**config.mk**
```make
export PLATFORM = sky130hd
export DESIGN_NAME = adder_tree_accum_ctrl
export DESIGN_NICKNAME = d
export VERILOG_FILES = /design/src/rtl/adder_tree_accum_ctrl.sv
export SDC_FILE = /design/constraint.sdc
export NUM_CORES = 1
export LEC_CHECK = 0
export BUFFER_PORTS_ARGS = -buffer_cell sky130_fd_sc_hd__buf_2
export CAP_MARGIN = 25
export CORE_MARGIN = 8
export CORE_UTILIZATION = 35
export CTS_BUF_LIST = sky130_fd_sc_hd__clkbuf_2
export DETAILED_ROUTE_END_ITERATION = 7
export PLACE_DENSITY_LB_ADDON = 0.12
export SYNTH_ARGS = -nofsm -noshare
export SYNTH_HDL_FRONTEND = slang
export SYNTH_SLANG_ARGS = --single-unit
```
**constraint.sdc**
```tcl
create_clock -name clk -period 2.56 [get_ports clk]
set_clock_uncertainty 0.15 [all_clocks]
set_input_delay 0.512 -clock clk [delete_from_list [all_inputs] [get_ports clk]]
set_output_delay 0.512 -clock clk [all_outputs]
set_load 0.1 [all_outputs]
```
**src/rtl/adder_tree_accum_ctrl.sv**
```systemverilog
// adder_tree_accum_ctrl: sequences multi-beat jobs through the 8-lane adder tree.
// Operand beats are registered onto tree_opnd, the returned tree sum is folded into
// an accumulator one cycle later, and one result per job is held on a valid/ready port.
module adder_tree_accum_ctrl #(
  parameter int unsigned LANES = 8,
  parameter int unsigned IN_W  = 20,
  parameter int unsigned SUM_W = 23,
  parameter int unsigned ACC_W = 31
) (
  input  logic                  clk,
  input  logic                  rst,
  input  logic                  start,
  input  logic [7:0]            num_beats,
  input  logic                  in_valid,
  output logic                  in_ready,
  input  logic [LANES*IN_W-1:0] in_data,
  output logic [LANES*IN_W-1:0] tree_opnd,
  input  logic [SUM_W-1:0]      tree_sum,
  output logic                  out_valid,
  input  logic                  out_ready,
  output logic [ACC_W-1:0]      out_data,
  output logic                  busy
);

  localparam int unsigned DATA_W = LANES * IN_W;
  localparam int unsigned CNT_W  = 8;
  localparam int unsigned CMP_W  = CNT_W + 1;

  typedef enum logic [1:0] {
    S_IDLE = 2'd0,
    S_RUN  = 2'd1,
    S_HOLD = 2'd2
  } state_t;

  state_t           state;
  logic [CNT_W-1:0] cnt;
  logic [CNT_W-1:0] nb;
  logic [ACC_W-1:0] acc;
  logic             opnd_vld;

  logic             accept_c;
  logic [ACC_W-1:0] acc_sum_c;
  logic [CNT_W-1:0] nb_req_c;
  logic             more_after_c;

  // Handshake, running sum and job-length helpers
  assign accept_c     = in_valid & in_ready;
  assign acc_sum_c    = acc + ACC_W'(tree_sum);
  assign nb_req_c     = (num_beats == '0) ? CNT_W'(1) : num_beats;
  assign more_after_c = (CMP_W'(cnt) + CMP_W'(1)) < CMP_W'(nb);

  // Operand register: captures accepted beats; holds its value across bubbles
  always_ff @(posedge clk) begin
    if (rst) begin
      tree_opnd <= '0;
      opnd_vld  <= 1'b0;
    end else begin
      opnd_vld <= accept_c;
      if (accept_c) begin
        tree_opnd <= DATA_W'(in_data);
      end
    end
  end

  // Job FSM with beat counter, accumulator and registered handshake outputs
  always_ff @(posedge clk) begin
    if (rst) begin
      state     <= S_IDLE;
      cnt       <= '0;
      nb        <= '0;
      acc       <= '0;
      in_ready  <= 1'b0;
      out_valid <= 1'b0;
      out_data  <= '0;
      busy      <= 1'b0;
    end else begin
      case (state)
        S_IDLE: begin
          if (start) begin
            state    <= S_RUN;
            acc      <= '0;
            cnt      <= '0;
            nb       <= nb_req_c;
            in_ready <= 1'b1;
            busy     <= 1'b1;
          end
        end

        S_RUN: begin
          // count accepted beats; drop in_ready once the last one is taken
          if (accept_c) begin
            cnt      <= cnt + CNT_W'(1);
            in_ready <= more_after_c;
          end
          // fold the tree result of the previous cycle's beat
          if (opnd_vld) begin
            acc <= acc_sum_c;
            if (cnt == nb) begin
              out_data  <= acc_sum_c;
              out_valid <= 1'b1;
              in_ready  <= 1'b0;
              state     <= S_HOLD;
            end
          end
        end

        S_HOLD: begin
          if (out_ready) begin
            out_valid <= 1'b0;
            if (start) begin
              state    <= S_RUN;
              acc      <= '0;
              cnt      <= '0;
              nb       <= nb_req_c;
              in_ready <= 1'b1;
            end else begin
              state <= S_IDLE;
              busy  <= 1'b0;
            end
          end
        end

        default: begin
          state     <= S_IDLE;
          in_ready  <= 1'b0;
          out_valid <= 1'b0;
          busy      <= 1'b0;
        end
      endcase
    end
  end

endmodule

```
==> flow_summary.yaml, run 1 <==
timing:
  setup_viol: 0
  fmax_mhz: 398
  relSlewSlack_pct: 58.4
  finalCritPeriodShare_pct: 98.0
  rsz0062_at_grt: "true"
  drv_slew: 0
  whs_ns: 0.133
  setup_tns_ns: 0
  period_minus_slack_ns: 2.51
  hold_viol: 0
  tightest_slew_ns: 0.624
placed_design:
  post-dp-hpwl_um: 28600
  port_buffers: 389
  gp_congestion: 0.841
yosys:
  synthArstFlopShare_pct: 0
  synthMuxAreaShare_pct: 0.668
  avgSynthCellArea_um2: 7.95
  synthXorXnorAreaFrac_pct: 2.84
  synthAdderAreaFrac_pct: 4.01
  synthFlopType: "dfxtp_1"
  ys_ff_latch: 244
  synthSimpleGateAreaFrac_pct: 22.2
  ys_types: 68
  ys_warn_count: 0
  synth_top_family_by_area: "simple AND/OR/NAND/NOR gates"
  yosysSeqAreaShare_pct: 46.6
  syn-cell-area_mm2: 0.0105
  synth-edff-count: 0
  synth_compound_area_share_pct: 20.0
  syn_nets: 1548
  syn_inst: 1319
die:
  row_count: 63
  start_util_pct: 35.5
  die-height_um: 189
  coreArea_mm2: 0.0296
  die-area_mm2: 0.0358
  die_w_um: 189
  io_pins: 390
layout:
  layout_common_cells: "buf_2 (388), nand2_1 (384), dfxtp_1 (242), a21oi_1 (224), dlygate4sd3_1 (203)"
  final_common_cell: "buf_2"
  final_nets: 2230
  layout-drive-gt1-share_pct: 31.5
  num-fill-cells: 2786
  area_growth_pct: 56.2
setup_path:
  cp_data_required_time_ns: 3.13
  reg2reg_depth: 8
  worstPathArrival_ns: 3.08
  crit_chain: "ha_1 -> and3_4 -> nand3_1 -> nand2b_4 -> o31ai_4 -> o211ai_4 -> or3_1 -> a311oi_1"
  setup.worst_path.class: "flop to flop"
  critPathMaxFanout: 5
  crit_path_start_kind: "flop"
  crit_slowest_cell: "o31ai_4"
  critPathCaptureType: "flop"
  critPathMaxStageDelay_ns: 0.38
drt:
  wl_per_cell_um: 16.7
  vias_per_cell: 4.78
  dr.first_iter.drc_count: 520
  first_pass_iters: 4
  ant_nets: 0
  vias: 11700
  wl_um: 40900
  route.detailed.drc: 0
global_route:
  grt_usage_pct: 21.8
  grt_pass1_wl_um: 63800
  grt_max_degree: 91
  antenna_found_initial: 2
  first_global_vias: 12000
  grt_remaining_overflow: 0
pwr:
  p_leak_uw: 0.00749
  vdd_ir_drop_max_v: 0.000340
  powerDensity_mw_per_mm2: 552
clocking:
  cts-root-buf: "clkbuf_2"
  clkLatencyLatePin_ns: 0.81
  cts-buffers-inserted: 69
  cts_max_level: 3
  cts_buffer_depth: 3
  cts_num_sinks: 244
  cts_tree: "yes"
  cts.clk_slew.worst_paths_ns: 0.11
worst_hold_path:
  min_path_type: "input port to flop"
  whs_path_depth: 4
run_status:
  status: "complete, no violations"
flow_run:
  cap_violations: 0
-- final cells by class --
class / instances / area, um^2 / share of cell area, %
multi-input combinational: 976 / 5440 / 33.2
sequential: 244 / 4890 / 29.8
timing repair buffer: 694 / 4850 / 29.6
tap: 390 / 488 / 2.98
clock buffer: 95 / 475 / 2.90
clock inverter: 27 / 171 / 1.05
inverter: 16 / 60.1 / 0.367
antenna: 3 / 7.51 / 0.0458
-- through the flow --
stage	power, uW	setup WS, ns	cells	area [um^2]	util, %
4_1_cts	9190	0.0000355	2441	16200	54.8
3_5_place_dp	5930	-0.306	2116	13500	45.6
5_1_grt	9570	-0.0928	2444	16400	55.4
2_1_floorplan	5410	-0.0107	1319	10500	-
6_report	9050	0.0501	2445	16400	55.4
3_3_place_gp	5910	-0.282	2115	13500	45.6
-- report_power, final --
group          internal, uW  total, uW  switching [uW]
Clock                  1220       2940            1720
Sequential             3930       4000            69.3
Combinational           637       2110            1480
Total                  5780       9050            3270
-- repair_timing --
action / in CTS / in global routing
setup endpoints to repair: 2 / 36
endpoints found under the hold margin: 184 / 0
pin swaps: 2 / 14
cloned: 0 / 0
setup buffers: 0 / 1
hold buffers: 203 / 0
gates resized for setup: 3 / 33
-- routing by layer --
metal | share of wire, % | track usage [%]
met1 | 41 | 25.0
met2 | 48 | 37.1
met3 | 7.2 | 6.90
met4 | 4.0 | 9.47
met5 | 0 | 0
-- state kept, by name, summed over array words and instances, names as in the netlist --
register / flops
acc: 31
busy: 1
cnt: 8
in_ready: 1
nb: 8
opnd_vld: 1
out_data: 31
out_valid: 1
state: 2
tree_opnd: 160
-- final timing paths --
check	startpoint	end	slack, ns
max	acc[15]	out_data[30]	0.05
min	tree_sum[1]	acc[1]	0.13
max reg2reg	acc[15]	out_data[30]	0.05
min reg2reg	out_data[19]	out_data[19]	0.30
-- critical path: cells and delay by family (launching register included) --
family                   cells  cell delay (ns)
flip-flops                   1             0.33
AO/OA/AOI/OAI                3             0.77
AND/OR/NAND/NOR              4             0.81
adder cells (fa/ha/maj)      1             0.34
-- cells in the mapped netlist, drive strengths merged (10+ instances only) --
cell type  instances  area, um^2
nand2            387        1450
buf               18        78.8
nand3b            14         105
a22oi             13        97.6
clkbuf            65         245
xor2              13         114
nor3              13        65.1
xnor2             21         184
a21oi            226        1130
nand2b            13        88.8
a211oi            10        75.1
nor2              63         236
a21o              11        82.6
inv               16        60.1
nand3             13        65.1
o21ai             36         184
dfxtp            244        4880
and2              10        62.6
ha                32         400
-- cell families (layout without fill, tap and decap cells) --
family                   Yosys count  after routing
XOR/XNOR                          34             34
other                              0              3
multiplexers                       7              7
AO/OA/AOI/OAI                    352            352
buffers and inverters             99            832
flip-flops                       244            244
AND/OR/NAND/NOR                  550            550
adder cells (fa/ha/maj)           33             33
(Power assumes the default switching activity.)
==> run 2: changes to the inputs <==
ABC_AREA = 1   (was not set)
==> run 2 against run 1 <==
Effect of this change: worst hold slack worse by 0.056 ns; first-iteration DRC count up 11%; combinational power increased by 51%; cell count grew 8.5%; critical path type is now flop to output port; largest power group unchanged; maximum frequency grew 3.5%; non-clock buffer count down 73; routed wire length increased by 1.5%; critical path depth shrank 7; utilization down 3.1 points; setup slack better by 0.085 ns.
==> flow_summary.yaml, run 2 <==
run_status:
  status: "complete, no violations"
drt:
  vias_per_cell: 4.66
  vias: 12300
  ant_nets: 0
  wl_um: 41500
  route.detailed.drc: 0
  dr.first_iter.drc_count: 576
  first_pass_iters: 5
  wl_per_cell_um: 15.7
setup_path:
  crit_chain: "buf_2"
  rr_endpoint: "in_ready"
  critPathMaxStageDelay_ns: 0.47
  r2r_slack_ns: 0.26
  critPathTopFamily: "buffers and inverters"
  worstPathArrival_ns: 1.76
  crit_slowest_cell: "buf_2"
  crit_path_start_kind: "flop"
  setup.worst_path.class: "flop to output port"
  timing.rr.start: "cnt[1]"
  critPathMaxFanout: 2
  cp_data_required_time_ns: 1.90
  critPathCaptureType: "output port"
  reg2reg_depth: 12
  critical_path_buf_inv_count: 1
yosys:
  synth_common_cells: "nor2_1 (434), nand2_1 (304), dfxtp_1 (244), o21ai_0 (186), inv_1 (132)"
  synth_top_cells_by_area: "dfxtp_1 (45%), nor2_1 (15%), nand2_1 (10%), o21ai_0 (8.5%), inv_1 (4.5%)"
  yosysMostFrequentCell: "nor2_1"
  syn-cell-area_mm2: 0.0109
  ys_warn_count: 0
  synthArstFlopShare_pct: 0
  yosysTopAreaCell: "dfxtp_1"
  ys_ff_latch: 244
  avgSynthCellArea_um2: 6.86
  synth-edff-count: 0
  yosysSeqAreaShare_pct: 44.7
  synth_top_area_share_pct: 44.7
  synthFlopType: "dfxtp_1"
  syn_nets: 1822
  ys_types: 35
  syn_inst: 1593
worst_hold_path:
  whs_endpoint: "acc[11]"
  min_path_type: "input port to flop"
  min_from: "tree_sum[11]"
  whs_path_depth: 6
timing:
  drv_slew: 0
  hold_viol: 0
  finalCritPeriodShare_pct: 94.7
  fmax_mhz: 412
  rsz0062_at_grt: "false"
  tightest_slew_ns: 0.730
  period_minus_slack_ns: 2.43
  setup_tns_ns: 0
  setup_viol: 0
  relSlewSlack_pct: 51.3
die:
  die_w_um: 193
  row_count: 64
  io_pins: 390
  start_util_pct: 35.6
  die-area_mm2: 0.0371
  coreArea_mm2: 0.0307
  die-height_um: 193
layout:
  stdcell_count: 2652
  layout_common_cells: "nor2_1 (432), buf_2 (388), nand2_1 (303), dfxtp_1 (243), dlygate4sd3_1 (210)"
  layout-drive-gt1-share_pct: 23.7
  final_nets: 2444
  largest_reg_flops: 160
  num-fill-cells: 3059
  largest_registers: "tree_opnd (160), acc (31), out_data (31)"
  final_common_cell: "nor2_1"
  area_growth_pct: 46.8
  largest_register: "tree_opnd"
clocking:
  cts_buffer_depth: 3
  cts-root-buf: "clkbuf_2"
  cts_setup_buffers: 0
  cts.clk_slew.worst_paths_ns: 0.09
  cts-buffers-inserted: 71
  cts_max_level: 3
  clkLatencyLatePin_ns: 0.87
  cts_tree: "yes"
  cts_num_sinks: 244
placed_design:
  gp_congestion: 0.860
  post-dp-hpwl_um: 28800
  dp_cells: 2328
  port_buffers: 389
global_route:
  grt_max_degree: 141
  grt_usage_pct: 21.2
  grt_pass1_wl_um: 63400
  first_global_vias: 12300
  grt_remaining_overflow: 0
  antenna_found_initial: 3
flow_run:
  cap_violations: 0
pwr:
  vdd_ir_drop_max_v: 0.000426
  powerDensity_mw_per_mm2: 638
  p_leak_uw: 0.00813
run 2: metrics by stage:
stage          hold WS, ns  total power (uW)  worst slack [ns]  utilization [%]  area, um^2
2_1_floorplan        0.294              6510             0.169                -       10900
3_3_place_gp         0.306              7130            0.0586             43.4       13300
3_5_place_dp         0.311              7150            0.0475             43.4       13300
4_1_cts            0.00529             10400           0.00894             52.3       16000
5_1_grt             0.0624             10800           0.00345             52.3       16000
6_report            0.0766             10200             0.135             52.3       16000
run 2: worst max-delay path by stage:
stage                        end          from  cells past startpoint
detailed placement  out_data[20]   tree_sum[0]                     13
CTS                     in_ready      in_ready                      1
floorplan                 cnt[0]      in_ready                      8
global placement    out_data[24]  tree_sum[11]                     13
finish              out_data[18]  out_data[18]                      1
global route            in_ready        cnt[1]                     12
run 2: repair_timing:
action | 4_1_cts | 5_1_grt
endpoints found under the hold margin | 205 | 0
hold buffers | 210 | 0
gates resized for setup | 0 | 3
endpoints found under the setup margin | 0 | 2
run 2: kinds of logic (layout without fill, tap and decap cells):
logic type	after synthesis	in the layout	share of synthesized area (%)
other	0	2	0
buffers and inverters	209	870	7.57
adders and majority gates	33	33	3.85
AOI/OAI and AO/OA	269	269	12.5
DFF	244	244	44.7
xor gates and xnor gates	21	21	1.68
and+or+nand+nor	817	817	29.7
run 2: layout make-up:
class	instances	area (um^2)	share of cell area, %
repair buffers	621	4300	26.8
well taps	396	495	3.09
inverters	137	519	3.24
multi-input cells	1140	5230	32.6
flip-flops and latches	244	4890	30.5
clock inverters	15	116	0.725
clock buffers	97	485	3.03
diodes	2	5.00	0.0312
run 2: where the power goes:
part | switching, uW | internal [uW]
logic | 2420 | 761
clock network | 1680 | 1200
registers | 127 | 4040
total | 4220 | 6000
run 2: per-layer routing:
layer  part of all wire (%)  GRT usage, %
met2                     45          34.0
met5                  0.019             0
met3                    8.1          6.13
met1                     43          25.4
met4                    4.0          11.2
==> run 3: changes to the inputs <==
MAX_ROUTING_LAYER = met4   (was not set)
==> run 3 against run 2 <==
Effect of this change: design area about the same; highest routed layer is now met4; setup slack better by 0.0042 ns; first-iteration DRC count fell by 5.4%; critical path depth stayed put; sequential share of layout area hardly changed; sequential power barely moved; clock-buffer cell count unchanged.
==> flow_summary.yaml, run 3 (same netlist as run 2, synthesis figures left out) <==
setup_path:
  critical_path_buf_inv_count: 1
  critPathMaxStageDelay_ns: 0.47
  setup.worst_path.class: "flop to output port"
  crit_slowest_cell: "buf_2"
  cp_data_required_time_ns: 1.90
  crit_path_start_kind: "flop"
  critPathCaptureType: "output port"
  worstPathArrival_ns: 1.76
  crit_chain: "buf_2"
  critPathMaxFanout: 2
  critPathTopFamily: "buffers and inverters"
clocking:
  cts-buffers-inserted: 71
  cts.clk_slew.worst_paths_ns: 0.09
  cts_setup_buffers: 0
  cts_num_sinks: 244
  cts_tree: "yes"
  cts_max_level: 3
  clkLatencyLatePin_ns: 0.88
  cts_buffer_depth: 3
  cts-root-buf: "clkbuf_2"
placed_design:
  post-dp-hpwl_um: 28800
  gp_congestion: 0.874
  port_buffers: 389
  postPlaceCellArea_mm2: 0.0133
timing:
  period_minus_slack_ns: 2.42
  hold_viol: 0
  setup_viol: 0
  drv_slew: 0
  rsz0062_at_grt: "false"
  finalCritPeriodShare_pct: 94.6
  tightest_slew_ns: 0.739
  setup_tns_ns: 0
  fmax_mhz: 413
  relSlewSlack_pct: 50.7
layout:
  area_growth_pct: 46.8
  layout-drive-gt1-share_pct: 23.7
  final_area_mm2: 0.0160
  largest_register: "tree_opnd"
  largest_registers: "tree_opnd (160), acc (31), out_data (31)"
  final_common_cell: "nor2_1"
  final_nets: 2444
  layout_common_cells: "nor2_1 (432), buf_2 (388), nand2_1 (303), dfxtp_1 (243), dlygate4sd3_1 (210)"
  largest_reg_flops: 160
  num-fill-cells: 3061
drt:
  vias: 12400
  ant_nets: 0
  first_pass_iters: 5
  wl_um: 41600
  route.detailed.drc: 0
  vias_per_cell: 4.67
  dr.first_iter.drc_count: 545
  wl_per_cell_um: 15.7
die:
  row_count: 64
  coreArea_mm2: 0.0307
  die_w_um: 193
  die-area_mm2: 0.0371
  die-height_um: 193
  io_pins: 390
  start_util_pct: 35.6
worst_hold_path:
  min_path_type: "input port to flop"
run_status:
  status: "complete, no violations"
flow_run:
  cap_violations: 0
global_route:
  antenna_found_initial: 3
  grt_remaining_overflow: 0
  grt_max_degree: 141
  grt_pass1_wl_um: 63400
  first_global_vias: 12300
  grt_usage_pct: 21.8
pwr:
  p_leak_uw: 0.00813
  powerDensity_mw_per_mm2: 638
  vdd_ir_drop_max_v: 0.000426
-- run 3: cell count changes in the layout (fill, tap and decap cells not counted) --
cell,previous run,this run
diode_2,2,4
-- run 3: worst register-to-register path, delay by kind of cell, from the launching register on --
family                     cells  cell delay, ns
xor gates and xnor gates       1            0.21
adders and majority gates      2            0.50
and+or+nand+nor                6            0.60
AOI/OAI and AO/OA              3            0.34
DFF                            1            0.41
-- run 3: stage by stage --
step / util (%) / cells / total power [uW] / hold WS [ns] / worst slack (ns)
floorplan: - / 1593 / 6510 / 0.294 / 0.169
global placement: 43.4 / 2328 / 7130 / 0.306 / 0.0586
detailed placement: 43.4 / 2328 / 7150 / 0.311 / 0.0475
CTS: 52.3 / 2650 / 10400 / 0.00529 / 0.00894
global route: 52.3 / 2653 / 10800 / 0.0624 / 0.00345
finish: 52.3 / 2654 / 10200 / 0.0638 / 0.139
-- run 3: routing by layer --
layer,global-route usage [%],vias up,wire [um]
met5,-,-,0
met4,11.1,0,1570
met3,5.40,96,3260
met2,34.0,413,19000
met1,25.9,5586,17800
li1,-,6292,-
-- run 3: report_power, final --
part | internal, uW | total [uW] | switching (uW) | leakage (uW)
sequential | 4040 | 4170 | 128 | 0.00199
combinational | 761 | 3180 | 2420 | 0.00568
clock | 1200 | 2890 | 1680 | 0.000454
total | 6000 | 10200 | 4230 | 0.00813
-- run 3: layout make-up --
class                   count  area [um^2]  area share (%)
diodes                      4         10.0          0.0624
clock buffers              97          485            3.03
clock inverters            15          116           0.725
inverters                 137          519            3.24
multi-input cells        1140         5230            32.6
flip-flops and latches    244         4890            30.5
well taps                 396          495            3.09
repair buffers            621         4300            26.8
-- run 3: path summary, 6_finish.rpt --
path,start,endpoint,slack [ns],cells past startpoint
setup / recovery,out_data[18],out_data[18],0.14,1
hold reg to reg,acc[2],acc[2],0.32,2
hold / removal,tree_sum[11],acc[11],0.06,6
setup reg to reg,cnt[1],in_ready,0.24,12
-- run 3: repair_timing --
action	CTS	global route
hold endpoints to repair	205	0
hold buffers	210	0
resized for setup	0	3
endpoints found under the setup margin	0	2
